File: src/rtl/wb_master_arbiter_pkg.sv
// Shared types and the round-robin search used by wb_master_arbiter.
// Holds the arbiter state encoding and the next-owner search function.
package wb_master_arbiter_pkg;

  localparam int unsigned MAX_MASTERS = 8;
  localparam int unsigned OWNER_W     = 3;
  localparam int unsigned CNT_W       = OWNER_W + 1;

  typedef enum logic {
    ARB_IDLE = 1'b0,
    ARB_BUSY = 1'b1
  } arb_state_t;

  // Returns {found, index} of the first requester after 'last', wrapping modulo 'count'.
  // The offsets are scanned from farthest to nearest, so the nearest hit is the one kept.
  function automatic logic [CNT_W-1:0] rr_next(
    input logic [MAX_MASTERS-1:0] req,
    input logic [OWNER_W-1:0]     last,
    input logic [CNT_W-1:0]       count
  );
    logic [CNT_W-1:0] res;
    logic [CNT_W-1:0] off;
    logic [CNT_W-1:0] cand;
    res = '0;
    for (int unsigned k = 0; k < MAX_MASTERS; k++) begin
      off  = CNT_W'(MAX_MASTERS - k);
      cand = CNT_W'(last) + off;
      if (cand >= count) begin
        cand = cand - count;
      end
      if ((off <= count) && req[cand[OWNER_W-1:0]]) begin
        res = {1'b1, cand[OWNER_W-1:0]};
      end
    end
    return res;
  endfunction

endpackage

File: src/rtl/wb_master_arbiter_rr_pick.sv
// Combinational round-robin pick: request vector plus last owner gives a one-hot winner.
module wb_master_arbiter_rr_pick
  import wb_master_arbiter_pkg::*;
#(
  parameter int unsigned MASTER_COUNT = 2
) (
  input  logic [MASTER_COUNT-1:0] req,
  input  logic [OWNER_W-1:0]      last_owner,
  output logic [MASTER_COUNT-1:0] pick_c
);

  logic [MAX_MASTERS-1:0] req_ext;
  logic [CNT_W-1:0]       hit;

  always_comb begin
    req_ext = MAX_MASTERS'(req);
    hit     = rr_next(req_ext, last_owner, CNT_W'(MASTER_COUNT));
    pick_c  = '0;
    if (hit[CNT_W-1]) begin
      pick_c = MASTER_COUNT'(1) << hit[OWNER_W-1:0];
    end
  end

endmodule

File: src/rtl/wb_master_arbiter.sv
// Round-robin arbiter sharing one Wishbone pipelined port between MASTER_COUNT masters.
// Define WB_ARB_TIMEOUT_EN to add the hung-transfer watchdog and the timeout_flag port.
module wb_master_arbiter
  import wb_master_arbiter_pkg::*;
#(
  parameter int unsigned MASTER_COUNT   = 2,
  parameter int unsigned DATA_WIDTH     = 32,
  parameter int unsigned ADDR_WIDTH     = 32,
  parameter int unsigned TAG_WIDTH      = 4,
  parameter int unsigned TIMEOUT_CYCLES = 1024
) (
  input  logic                                  sys_clk,
  input  logic                                  sys_rst,
  input  logic [MASTER_COUNT-1:0]               m_cyc,
  input  logic [MASTER_COUNT-1:0]               m_stb,
  input  logic [MASTER_COUNT-1:0]               m_we,
  input  logic [MASTER_COUNT*TAG_WIDTH-1:0]     m_tag,
  input  logic [MASTER_COUNT*(DATA_WIDTH/8)-1:0] m_sel,
  input  logic [MASTER_COUNT*ADDR_WIDTH-1:0]    m_adr,
  input  logic [MASTER_COUNT*DATA_WIDTH-1:0]    m_mosi,
  output logic [MASTER_COUNT*DATA_WIDTH-1:0]    m_miso,
  output logic [MASTER_COUNT-1:0]               m_ack,
  output logic [MASTER_COUNT-1:0]               m_err,
  output logic                                  s_cyc,
  output logic                                  s_stb,
  output logic                                  s_we,
  output logic [TAG_WIDTH-1:0]                  s_tag,
  output logic [DATA_WIDTH/8-1:0]               s_sel,
  output logic [ADDR_WIDTH-1:0]                 s_adr,
  output logic [DATA_WIDTH-1:0]                 s_mosi,
  input  logic [DATA_WIDTH-1:0]                 s_miso,
  input  logic                                  s_ack,
  input  logic                                  s_err,
`ifdef WB_ARB_TIMEOUT_EN
  output logic                                  timeout_flag,
`endif
  output logic [MASTER_COUNT-1:0]               grant
);

  localparam int unsigned SEL_WIDTH = DATA_WIDTH / 8;

  if (MASTER_COUNT < 1 || MASTER_COUNT > MAX_MASTERS || TIMEOUT_CYCLES < 2 ||
      (DATA_WIDTH % 8) != 0) begin : g_param_check
    $error("wb_master_arbiter: unsupported parameter set");
  end

  arb_state_t               state;
  logic [OWNER_W-1:0]       last_owner;
  logic [OWNER_W-1:0]       owner_idx;
  logic [MASTER_COUNT-1:0]  pick_c;
  logic                     owner_cyc;
  logic                     owner_stb;
  logic                     owner_we;
  logic [TAG_WIDTH-1:0]     owner_tag;
  logic [SEL_WIDTH-1:0]     owner_sel;
  logic [ADDR_WIDTH-1:0]    owner_adr;
  logic [DATA_WIDTH-1:0]    owner_mosi;
  logic                     kill;
  logic                     to_pulse;

  wb_master_arbiter_rr_pick #(
    .MASTER_COUNT (MASTER_COUNT)
  ) u_rr_pick (
    .req        (m_cyc),
    .last_owner (last_owner),
    .pick_c     (pick_c)
  );

  // Grant is held for the whole cycle; every release passes through one idle bubble.
  always_ff @(posedge sys_clk or posedge sys_rst) begin
    if (sys_rst) begin
      state      <= ARB_IDLE;
      grant      <= '0;
      last_owner <= OWNER_W'(MASTER_COUNT - 1);
    end else begin
      case (state)
        ARB_IDLE: begin
          if (|m_cyc) begin
            grant <= pick_c;
            state <= ARB_BUSY;
          end
        end
        ARB_BUSY: begin
          if (!owner_cyc) begin
            grant      <= '0;
            last_owner <= owner_idx;
            state      <= ARB_IDLE;
          end
        end
        default: begin
          grant <= '0;
          state <= ARB_IDLE;
        end
      endcase
    end
  end

  // AND-OR mux of the owner's request; an empty grant yields all zeros.
  always_comb begin
    owner_cyc  = 1'b0;
    owner_stb  = 1'b0;
    owner_we   = 1'b0;
    owner_idx  = '0;
    owner_tag  = '0;
    owner_sel  = '0;
    owner_adr  = '0;
    owner_mosi = '0;
    for (int unsigned i = 0; i < MASTER_COUNT; i++) begin
      if (grant[i]) begin
        owner_cyc  = owner_cyc | m_cyc[i];
        owner_stb  = owner_stb | m_stb[i];
        owner_we   = owner_we  | m_we[i];
        owner_idx  = OWNER_W'(i);
        owner_tag  = owner_tag  | m_tag[i*TAG_WIDTH +: TAG_WIDTH];
        owner_sel  = owner_sel  | m_sel[i*SEL_WIDTH +: SEL_WIDTH];
        owner_adr  = owner_adr  | m_adr[i*ADDR_WIDTH +: ADDR_WIDTH];
        owner_mosi = owner_mosi | m_mosi[i*DATA_WIDTH +: DATA_WIDTH];
      end
    end
  end

  always_comb begin
    s_cyc  = owner_cyc & ~kill;
    s_stb  = owner_stb & ~kill;
    s_we   = owner_we;
    s_tag  = owner_tag;
    s_sel  = owner_sel;
    s_adr  = owner_adr;
    s_mosi = owner_mosi;
    m_ack  = grant & {MASTER_COUNT{s_ack}};
    m_err  = grant & {MASTER_COUNT{s_err | to_pulse}};
    m_miso = {MASTER_COUNT{s_miso}};
  end

`ifdef WB_ARB_TIMEOUT_EN
  localparam int unsigned TO_W = $clog2(TIMEOUT_CYCLES) + 1;

  logic [TO_W-1:0] to_cnt;
  logic [7:0]      pending;
  logic            to_kill;
  logic            resp_c;
  logic            to_active_c;
  logic            to_fire_c;
  logic            issue_c;
  logic            retire_c;

  assign kill        = to_kill;
  assign resp_c      = s_ack | s_err;
  assign issue_c     = s_stb && (pending != 8'hFF);
  assign retire_c    = resp_c && (pending != 8'h00);
  assign to_active_c = (state == ARB_BUSY) && owner_cyc && !to_kill &&
                       (owner_stb || (pending != 8'h00));
  assign to_fire_c   = to_active_c && !resp_c &&
                       (to_cnt == TO_W'(TIMEOUT_CYCLES - 1));

  // Watchdog: counts while a beat is pending, errors out once, then holds s_cyc low.
  always_ff @(posedge sys_clk or posedge sys_rst) begin
    if (sys_rst) begin
      to_cnt       <= '0;
      pending      <= '0;
      to_kill      <= 1'b0;
      to_pulse     <= 1'b0;
      timeout_flag <= 1'b0;
    end else begin
      to_pulse <= to_fire_c;
      if (to_fire_c) begin
        timeout_flag <= 1'b1;
      end
      if ((state != ARB_BUSY) || !owner_cyc) begin
        to_cnt  <= '0;
        pending <= '0;
        to_kill <= 1'b0;
      end else begin
        if (to_fire_c) begin
          to_kill <= 1'b1;
        end
        if (resp_c) begin
          to_cnt <= '0;
        end else if (to_active_c) begin
          to_cnt <= to_cnt + TO_W'(1);
        end
        pending <= pending + 8'(issue_c) - 8'(retire_c);
      end
    end
  end
`else
  assign kill     = 1'b0;
  assign to_pulse = 1'b0;
`endif

endmodule

File: config.mk
export PLATFORM = sky130hd
export DESIGN_NAME = wb_master_arbiter
export DESIGN_NICKNAME = d
export VERILOG_FILES = /design/src/rtl/wb_master_arbiter_pkg.sv /design/src/rtl/wb_master_arbiter_rr_pick.sv /design/src/rtl/wb_master_arbiter.sv
export SDC_FILE = /design/constraint.sdc
export NUM_CORES = 1
export LEC_CHECK = 0
export CORE_AREA = 3 3 126 128
export CTS_CLUSTER_DIAMETER = 150
export CTS_CLUSTER_SIZE = 14
export DETAILED_ROUTE_END_ITERATION = 10
export DIE_AREA = 0 0 129 131
export PLACE_DENSITY = 0.54
export SYNTH_ARGS = -nofsm -noshare
export SYNTH_HDL_FRONTEND = slang
export SYNTH_SLANG_ARGS = --single-unit
File: constraint.sdc
create_clock -name sys_clk -period 1.7 [get_ports sys_clk]
set_clock_uncertainty 0.15 [all_clocks]
set_input_delay 0.51 -clock sys_clk [delete_from_list [all_inputs] [get_ports sys_clk]]
set_output_delay 0.51 -clock sys_clk [all_outputs]
set_load 0.02 [all_outputs]
# Word level (Yosys, flattened, before mapping)

Index checks and enable logic that the tools add are counted.

$add $sub $neg: 4
Magnitude comparators: 4
Equality and inequality tests: 2
Shifts and indexed selects: 1
Muxes and demuxes: 30
Bitwise operators: 11
Reductions and logical operators: 3

Operators by type and width:

| operator                                                                            | count |
|---|---|
| 32-bit 2-to-1 mux                                                                   | 4 |
| 32-bit bitwise OR                                                                   | 2 |
| 4-bit 2-to-1 mux                                                                    | 6 |
| 1-bit 2-to-1 mux                                                                    | 11 |
| 4-bit by 2-bit greater-or-equal comparator with 1-bit output, second input constant | 2 |
| 3-bit by 4-bit less-than comparator with 1-bit output, second input constant        | 2 |
| 4-bit bitwise OR                                                                    | 2 |
| 1-bit binary-select mux with 3-bit select                                           | 2 |
| 2-bit 2-to-1 mux                                                                    | 3 |
| 3-bit 2-to-1 mux                                                                    | 2 |
| 3-bit by 2-bit subtractor with 3-bit output, second input constant                  | 2 |
| 3-bit by 1-bit adder with 4-bit output, second input constant                       | 1 |
| 3-bit by 2-bit adder with 4-bit output, second input constant                       | 1 |
| 2-bit bitwise AND                                                                   | 2 |
| 2-bit inequality test, second input constant                                        | 2 |
| 2-bit one-hot mux with 2 select lines                                               | 1 |
| 2-bit AND reduction                                                                 | 2 |
| 1-bit bitwise OR                                                                    | 3 |
| 1-bit by 3-bit left shift with 2-bit output, first input constant                   | 1 |
| 1-bit NOT                                                                           | 2 |
| 1-bit one-hot mux with 2 select lines                                               | 1 |
| 2-bit OR reduction                                                                  | 1 |

Bits in registers: 6
Input port bits: 186
Output and inout port bits: 145
Word-level logic and storage cells: 58

# Logic depth before layout (Yosys ltp)

Gate-level depths: netlist (run 1).

Depth after elaboration: 11
Gate-level depth with buffers: 4
Mapped depth without buffers: 3

# Cells and area by module

A second synthesis (run 1) with hierarchy kept.

Cell total of the unflattened synthesis: 206
Area total of the unflattened synthesis: 1684.1 µm²

Modules (own cells, without submodules):

| module                    | times used | cells an instance | area an instance (µm²) | sequential area each (µm²) |
|---|---|---|---|---|
| wb_master_arbiter         | 1          | 183               | 1502.7                 | 101.3 |
| wb_master_arbiter_rr_pick | 1          | 23                | 181.4                  | 0.0 |

# Worst setup path before layout (run 1)

No wires, ideal clock.

Path kind: reg2out
From: register grant[1]
To: output port s_adr[28]
Arrival: 1.160 ns
Required time: 1.040 ns
Setup slack: -0.120 ns
Cell stages (with the launch flop): 5
Buffers on the path: 3
Path through: dfrtp_1 -> buf_2 -> buf_6 -> buf_4 -> a22o_1

Longest elaborated chain between the ends: 1

Ends and longest elaborated chain:

| element                | RTL line                 | source |
|---|---|---|
| from (decl)            | wb_master_arbiter.sv:37  | `output logic [MASTER_COUNT-1:0] grant` |
| from (signal assigned) | wb_master_arbiter.sv:79  | `grant <= pick_c;` |
| 32-bit 2-to-1 mux      | wb_master_arbiter.sv:109 | `if (grant[i]) begin` |
| to (decl)              | wb_master_arbiter.sv:29  | `output logic [ADDR_WIDTH-1:0] s_adr,` |

Every way passes these cells.

# Worst setup path after layout (run 1)

From: register grant[0]
To: output port s_sel[1]

Longest elaborated chain between the ends: 3

Ends and longest elaborated chain:

| element              | RTL line                 | source |
|---|---|---|
| 4-bit 2-to-1 mux (*) | wb_master_arbiter.sv:109 |  |
| 4-bit bitwise OR     | wb_master_arbiter.sv:115 | `owner_sel = owner_sel \| m_sel[i*SEL_WIDTH +: SEL_WIDTH];` |
| 4-bit 2-to-1 mux (*) | wb_master_arbiter.sv:109 |  |
| to (decl)            | wb_master_arbiter.sv:28  | `output logic [DATA_WIDTH/8-1:0] s_sel,` |

Mark *: on every way between the ends. The rest lies on a longest branch, timed or not.

==> key figures, run 1 <==
Floorplan
  • Die width: around 130 microns
  • IO Pins: 331
  • # rows: 45
  • Effective utilization at floorplan: 9.85%
  • Die area: 0.0169 sq mm
  • Core area: 0.0150 sq mm
  • Die height: between 100 and 150 microns

Power
  • Part of the power in registers: 3.4%
  • Switch Pwr: between 2 and 3 mW
  • Peak VDD IR: 592 uV
  • Part of the power in the clock network: 6.0%
  • Leakage: about 2.0 nW
  • PD cells: 1550 mW/mm^2
  • Logic pwr share: 90.6%
  • Internal Power: between 3 and 4 mW
  • Switching share of power: approximately 44%

Worst setup path
  • R2R cell count: 6
  • CP required: ~1.0 ns
  • Setup Crit Path Kind: register to primary output
  • CP Max Fanout: 6
  • Crit path DAT: between 1 and 1.5 ns
  • CP Launch Type: register
  • Crit. End Element: primary output

Timing
  • Final Setup Violations: about 80
  • Fmax: 0.497 GHz
  • RSZ-0062 raised after global routing: true
  • Worst-margin pin slew: 0.269 ns
  • Hold Vio Cnt, Final: 0
  • Worst hold slack: approximately 0.32 ns
  • Relative slew slack: 82.1%
  • Tcrit/Tclk final: 118%
  • Final Max Tran Viols: 0
  • Slack of the critical path: -0.314 ns
  • Final min period: between 2 and 2.5 ns

Synth
  • Main area contributors after synthesis: a22o_1 (45%), buf_4 (33%), dfrtp_1 (5.1%)
  • Area share of the largest cell type after synthesis: roughly 45%
  • Register area share after synthesis: 6.87%
  • Ys Warns: 0
  • Syn Inst Count: 180
  • Post-synthesis register bit count: 4
  • Yosys cell types: 19
  • Average size of a mapped cell: 8.20 sq um
  • Post-Synthesis Cell Area: 0.00148 sq mm
  • Post-synth top area cell: a22o_1
  • Syn_nets: 366

Route
  • DRC viols: 0
  • Via/cell ratio: 3.91
  • WL final: 9880 microns
  • Via Count: 2118
  • Initial DRC count: 35
  • Antenna Nets Post-Route: 0
  • Pre-Repair DR Iteration Count: 4
  • DR WL/cell: 18.2 microns

Global route
  • Largest net degree at the start of global routing: 36
  • Total GRT Usage: 10.4%
  • Overflow after GRT: 0
  • First-pass GRT wire length: 13300 microns
  • Vias in the first global route: ~2400
  • Initial antenna violation count: 1

Clock network
  • H-tree Lvls: 1
  • # hold bufs at CTS: 0
  • Clock sink count: 4
  • Maximum root-to-sink buffer count: 2
  • CTS tree: done
  • CTS Buf Count: 3
  • CTS clock-pin slew for the worst setup and hold paths: 0.03 ns
  • Clock Latency Late Sink: between 0.2 and 0.25 ns
  • Root Buffer: clkbuf_16

Place
  • Final HPWL DP: 7590 microns
  • Pre-CTS setup slack: -0.755 ns
  • IO buf count: 234
  • GPL Wtd Cong: between 0.7 and 0.8

Final layout
  • Multi-input gate area: 996 sq um
  • Final net count: 541
  • Fillers: 1617
  • Leading cell type in the layout, fill and taps excluded: clkdlybuf4s50_1
  • Layout cells sized above 1: 38.1%
  • Commonest non-fill, non-tap cells in the layout: clkdlybuf4s50_1 (100), buf_6 (79), a22o_1 (50)
  • Register area: 104 sq um
  • # diodes: 0
  • Syn-to-layout area delta: 181%
  • Final core utilization: between 20% and 30%

Flow run
  • Max cap viols: 0

Run status
  • Status: complete, but fails checks
  • Failing checks: setup timing

Worst hold path
  • HP Class: input pin to asynchronous set/reset pin
==> worst max-delay path, stage by stage (launching register included) <==
cell	delay, ns
dfrtp_2	0.43
buf_12	0.16
clkbuf_16	0.16
a22o_4	0.24
buf_6	0.13
==> flip-flops by register name (all words and copies together) (netlist names) <==
name,cells
state,1
last_owner,1
grant,2
==> worst paths after layout <==
check | from | endpoint | slack [ns]
hold reg to reg | last_owner[0] | last_owner[0] | 0.37
setup / recovery | grant[0] | s_sel[1] | -0.31
setup reg to reg | grant[0] | last_owner[0] | 0.15
max in group asynchronous | sys_rst | last_owner[0] | 0.85
min in group sys_clk | last_owner[0] | last_owner[0] | 0.37
hold / removal | sys_rst | state | 0.32
==> what timing repair did <==
| item | 4_1_cts | 5_1_grt |
|---|---|---|
| gates cloned | 5 | 1 |
| pin swaps | 31 | 29 |
| setup endpoints to repair | 81 | 81 |
| buffers inserted | 8 | 1 |
| hold endpoints to repair | 0 | 0 |
| resized for setup | 471 | 51 |
==> cell usage after synthesis, drive strengths merged <==
library cell,instances
a22o,75
a21bo,1
a21o,1
dfstp,1
nor2b,1
nand2b,2
and2,4
o31ai,1
nor2,2
nand2,1
buf,82
o21bai,1
a32o,1
inv,2
a21oi,1
o22a,1
dfrtp,3
==> per-layer routing <==
layer / vias to the layer above / global-route usage (%) / part of all wire [%]
li1: 969 / - / -
met1: 944 / 10.6 / 34
met2: 171 / 19.3 / 51
met3: 34 / 3.09 / 11
met4: 0 / 4.82 / 3.8
met5: - / 0 / 0
==> final cells by class <==
class / count / share of cell area, %
inverters: 2 / 0.181
flip-flops and latches: 4 / 2.51
repair buffers: 252 / 65.7
multi-input cells: 92 / 24.0
clock buffers: 4 / 1.90
well taps: 188 / 5.68
==> stage by stage <==
| step | cells | instance area, sq um | total power, mW | setup TNS (ns) |
|---|---|---|---|---|
| floorplan | 180 | 1680 | 3.20 | -1.17 |
| global placement | 527 | 3750 | 5.21 | -53.08 |
| detailed placement | 527 | 3750 | 5.25 | -53.24 |
| CTS | 543 | 4000 | 6.38 | -22.06 |
| global route | 542 | 4140 | 6.81 | -22.63 |
| finish | 542 | 4140 | 6.44 | -20.09 |
==> cell families after synthesis <==
group                  after synthesis  share of synthesized area (%)
AOI/OAI and AO/OA                   82                           48.3
buffers and inverters               84                           41.1
DFF                                  4                           6.87
and+or+nand+nor                     10                           3.73
==> power groups by stage <==
stage,clock (mW),sequential [mW],combinational [mW]
global route,0.397,0.227,6.18
detailed placement,0,0.215,5.03
global placement,0,0.213,5.00
floorplan,0,0.214,2.99
finish,0.390,0.218,5.83
CTS,0.394,0.214,5.77
Note: power is estimated with default switching activity, not from simulation.
==> inputs of run 2 (changes only) <==
Settings changed: CAP_MARGIN from default to 30, HOLD_SLACK_MARGIN from default to 0.05.
==> results of run 2 <==
The final DEF is identical to that of run 1; final timing and power are the same.
==> inputs of run 3 (changes only) <==
--- a/constraint.sdc
+++ b/constraint.sdc
@@ -4,2 +4,2 @@
 set_output_delay 0.51 -clock sys_clk [all_outputs]
-set_load 0.02 [all_outputs]
+set_load 0.1 [all_outputs]
==> key figures, run 3 (synthesis results as in run 1) <==
Floorplan
  • IO Pins: 331 (unchanged)
  • Effective utilization at floorplan: 9.85% (unchanged)
  • Core area: 0.0150 sq mm (unchanged)
  • # rows: 45 (unchanged)
  • Die area: 0.0169 sq mm (unchanged)
  • Die height: 131 microns (unchanged)
  • Die width: 129 microns (unchanged)

Final layout
  • # diodes: 0 (unchanged)
  • Syn-to-layout area delta: 261%
  • Final core utilization: 35.6% (+7.9 points)
  • Final net count: 544 (+0.55%)
  • Finished Layout Cells: 545 (+0.55%)
  • Layout cells sized above 1: 52.9% (+15 points)
  • Fillers: 1450 (-10%)
  • Largest reg by FF count: grant
  • Commonest non-fill, non-tap cells in the layout: clkdlybuf4s50_1 (151), buf_12 (89), a22o_4 (70)
  • Top flop regs: grant (2), last_owner (1), state (1)
  • Leading cell type in the layout, fill and taps excluded: clkdlybuf4s50_1
  • Largest register FFs: 2 (unchanged)

Power
  • Peak VDD IR: 1210 uV (+100%)
  • Part of the power in registers: 1.8% (-1.6 points)
  • Logic pwr share: 95.5% (+4.9 points)
  • PD cells: 2610 mW/mm^2 (+68%)
  • Leakage: 2.25 nW (+14%)
  • Part of the power in the clock network: 2.8% (-3.2 points)
  • Switching share of power: 58.4% (+14 points)
  • Switch Pwr: 8.14 mW (+190%)
  • Design Power: 13.9 mW (+120%)
  • Internal Power: 5.79 mW (+61%)

Route
  • DR WL/cell: 17.7 microns (-3.1%)
  • Via/cell ratio: 3.94 (+0.76%)
  • Pre-Repair DR Iteration Count: 3 (-1)
  • Initial DRC count: 27 (-23%)
  • Antenna Nets Post-Route: 0 (unchanged)
  • Via Count: 2146 (+1.3%)
  • WL final: 9630 microns (-2.6%)
  • DRC viols: 0 (unchanged)

Worst setup path
  • CP Max Fanout: 9 (+3)
  • CP startpoint: grant[1]
  • Crit path DAT: 1.46 ns (+0.11 ns)
  • Critical R2R Launch: grant[1]
  • Crit. End Element: primary output
  • Setup Crit Path Kind: register to primary output
  • CP required: 1.04 ns (about the same)
  • CP Launch Type: register

Clock network
  • Clock sink count: 4 (unchanged)
  • H-tree Lvls: 1 (unchanged)
  • CTS Buf Count: 3 (unchanged)
  • Root Buffer: clkbuf_16
  • Clock Latency Late Sink: 0.23 ns (about the same)
  • # hold bufs at CTS: 0 (unchanged)
  • CTS clock-pin slew for the worst setup and hold paths: 0.03 ns (about the same)
  • Maximum root-to-sink buffer count: 2 (unchanged)
  • CTS tree: done

Timing
  • Final Setup Violations: 81 (unchanged)
  • Worst-margin pin slew: 0.229 ns (-0.0397 ns)
  • Final Max Tran Viols: 0 (unchanged)
  • Slack of the critical path: -0.416 ns (-0.102 ns)
  • Fmax: 0.473 GHz (-4.8%)
  • Tcrit/Tclk final: 124% (+6.0 points)
  • Relative slew slack: 84.7% (+2.6 points)
  • Setup TNS: -30.85 ns (-10.76 ns)
  • RSZ-0062 raised after global routing: true
  • Final min period: 2.12 ns (+0.102 ns)
  • Hold Vio Cnt, Final: 0 (unchanged)
  • Worst hold slack: 0.335 ns (+0.0124 ns)

Place
  • Placed Cells incl. Taps: 532 (+0.95%)
  • GPL Wtd Cong: 0.740 (+4.3%)
  • IO buf count: 234 (unchanged)
  • Final HPWL DP: 7890 microns (+4.0%)

Global route
  • Vias in the first global route: 2291 (-3.3%)
  • First-pass GRT wire length: 12800 microns (-3.5%)
  • Initial antenna violation count: 0 (-1)
  • Total GRT Usage: 9.78% (-0.58 points)
  • Largest net degree at the start of global routing: 34 (-5.6%)
  • Overflow after GRT: 0 (unchanged)

Run status
  • Status: complete, but fails checks
  • Failing checks: setup timing

Worst hold path
  • HP Class: input pin to asynchronous set/reset pin

Flow run
  • Max cap viols: 0 (unchanged)
==> run 3: critical path, stage by stage (launching register included) <==
cell and delay [ns]:
dfrtp_4 0.49, buf_12 0.16, clkbuf_16 0.17, a22o_4 0.23
buf_12 0.16
==> run 3: cell type report <==
class                   instances  area [sq um]  area share [%]
multi-input cells              92          1400            26.3
well taps                     188           235            4.41
flip-flops and latches          4           109            2.04
inverters                       2          7.51           0.141
clock buffers                   4          78.8            1.48
repair buffers                255          3500            65.6
==> run 3: what timing repair did <==
action,in CTS,in global routing
gates cloned,0,4
resized for setup,2,13
endpoints found under the setup margin,81,82
setup buffers,1,4
pin swaps,1,15
==> run 3: power by group through the flow <==
stage	Sequential, mW	Clock [mW]	Combinational [mW]
6_report	0.247	0.383	13.3
5_1_grt	0.259	0.399	13.6
4_1_cts	0.301	0.388	12.9
3_5_place_dp	0.307	0	12.9
3_3_place_gp	0.307	0	12.8
2_1_floorplan	0.359	0	9.06
==> run 3: worst paths after layout <==
path,to,slack [ns],depth (start not counted)
setup / recovery,s_sel[1],-0.42,4
hold / removal,state,0.34,2
setup reg to reg,grant[0],0.16,5
hold reg to reg,last_owner[0],0.37,1
max in group asynchronous,last_owner[0],0.83,2
min in group sys_clk,last_owner[0],0.37,1
==> run 3: layer usage <==
metal  part of all wire (%)  vias to the layer above  global-route usage (%)  wire length [microns]
li1                       -                      980                       -                      -
met1                     33                      979                    9.60                   3220
met4                    2.1                        0                    3.40                    204
met2                     54                      160                    19.2                   5180
met5                      0                        -                       0                      0
met3                     11                       27                    3.01                   1030
==> run 3: stage by stage <==
| stage | setup slack [ns] | area, sq um |
|---|---|---|
| 2_1_floorplan | -0.377 | 2150 |
| 3_3_place_gp | -0.392 | 5060 |
| 3_5_place_dp | -0.378 | 5060 |
| 4_1_cts | -0.422 | 5150 |
| 5_1_grt | -0.439 | 5330 |
| 6_report | -0.416 | 5330 |
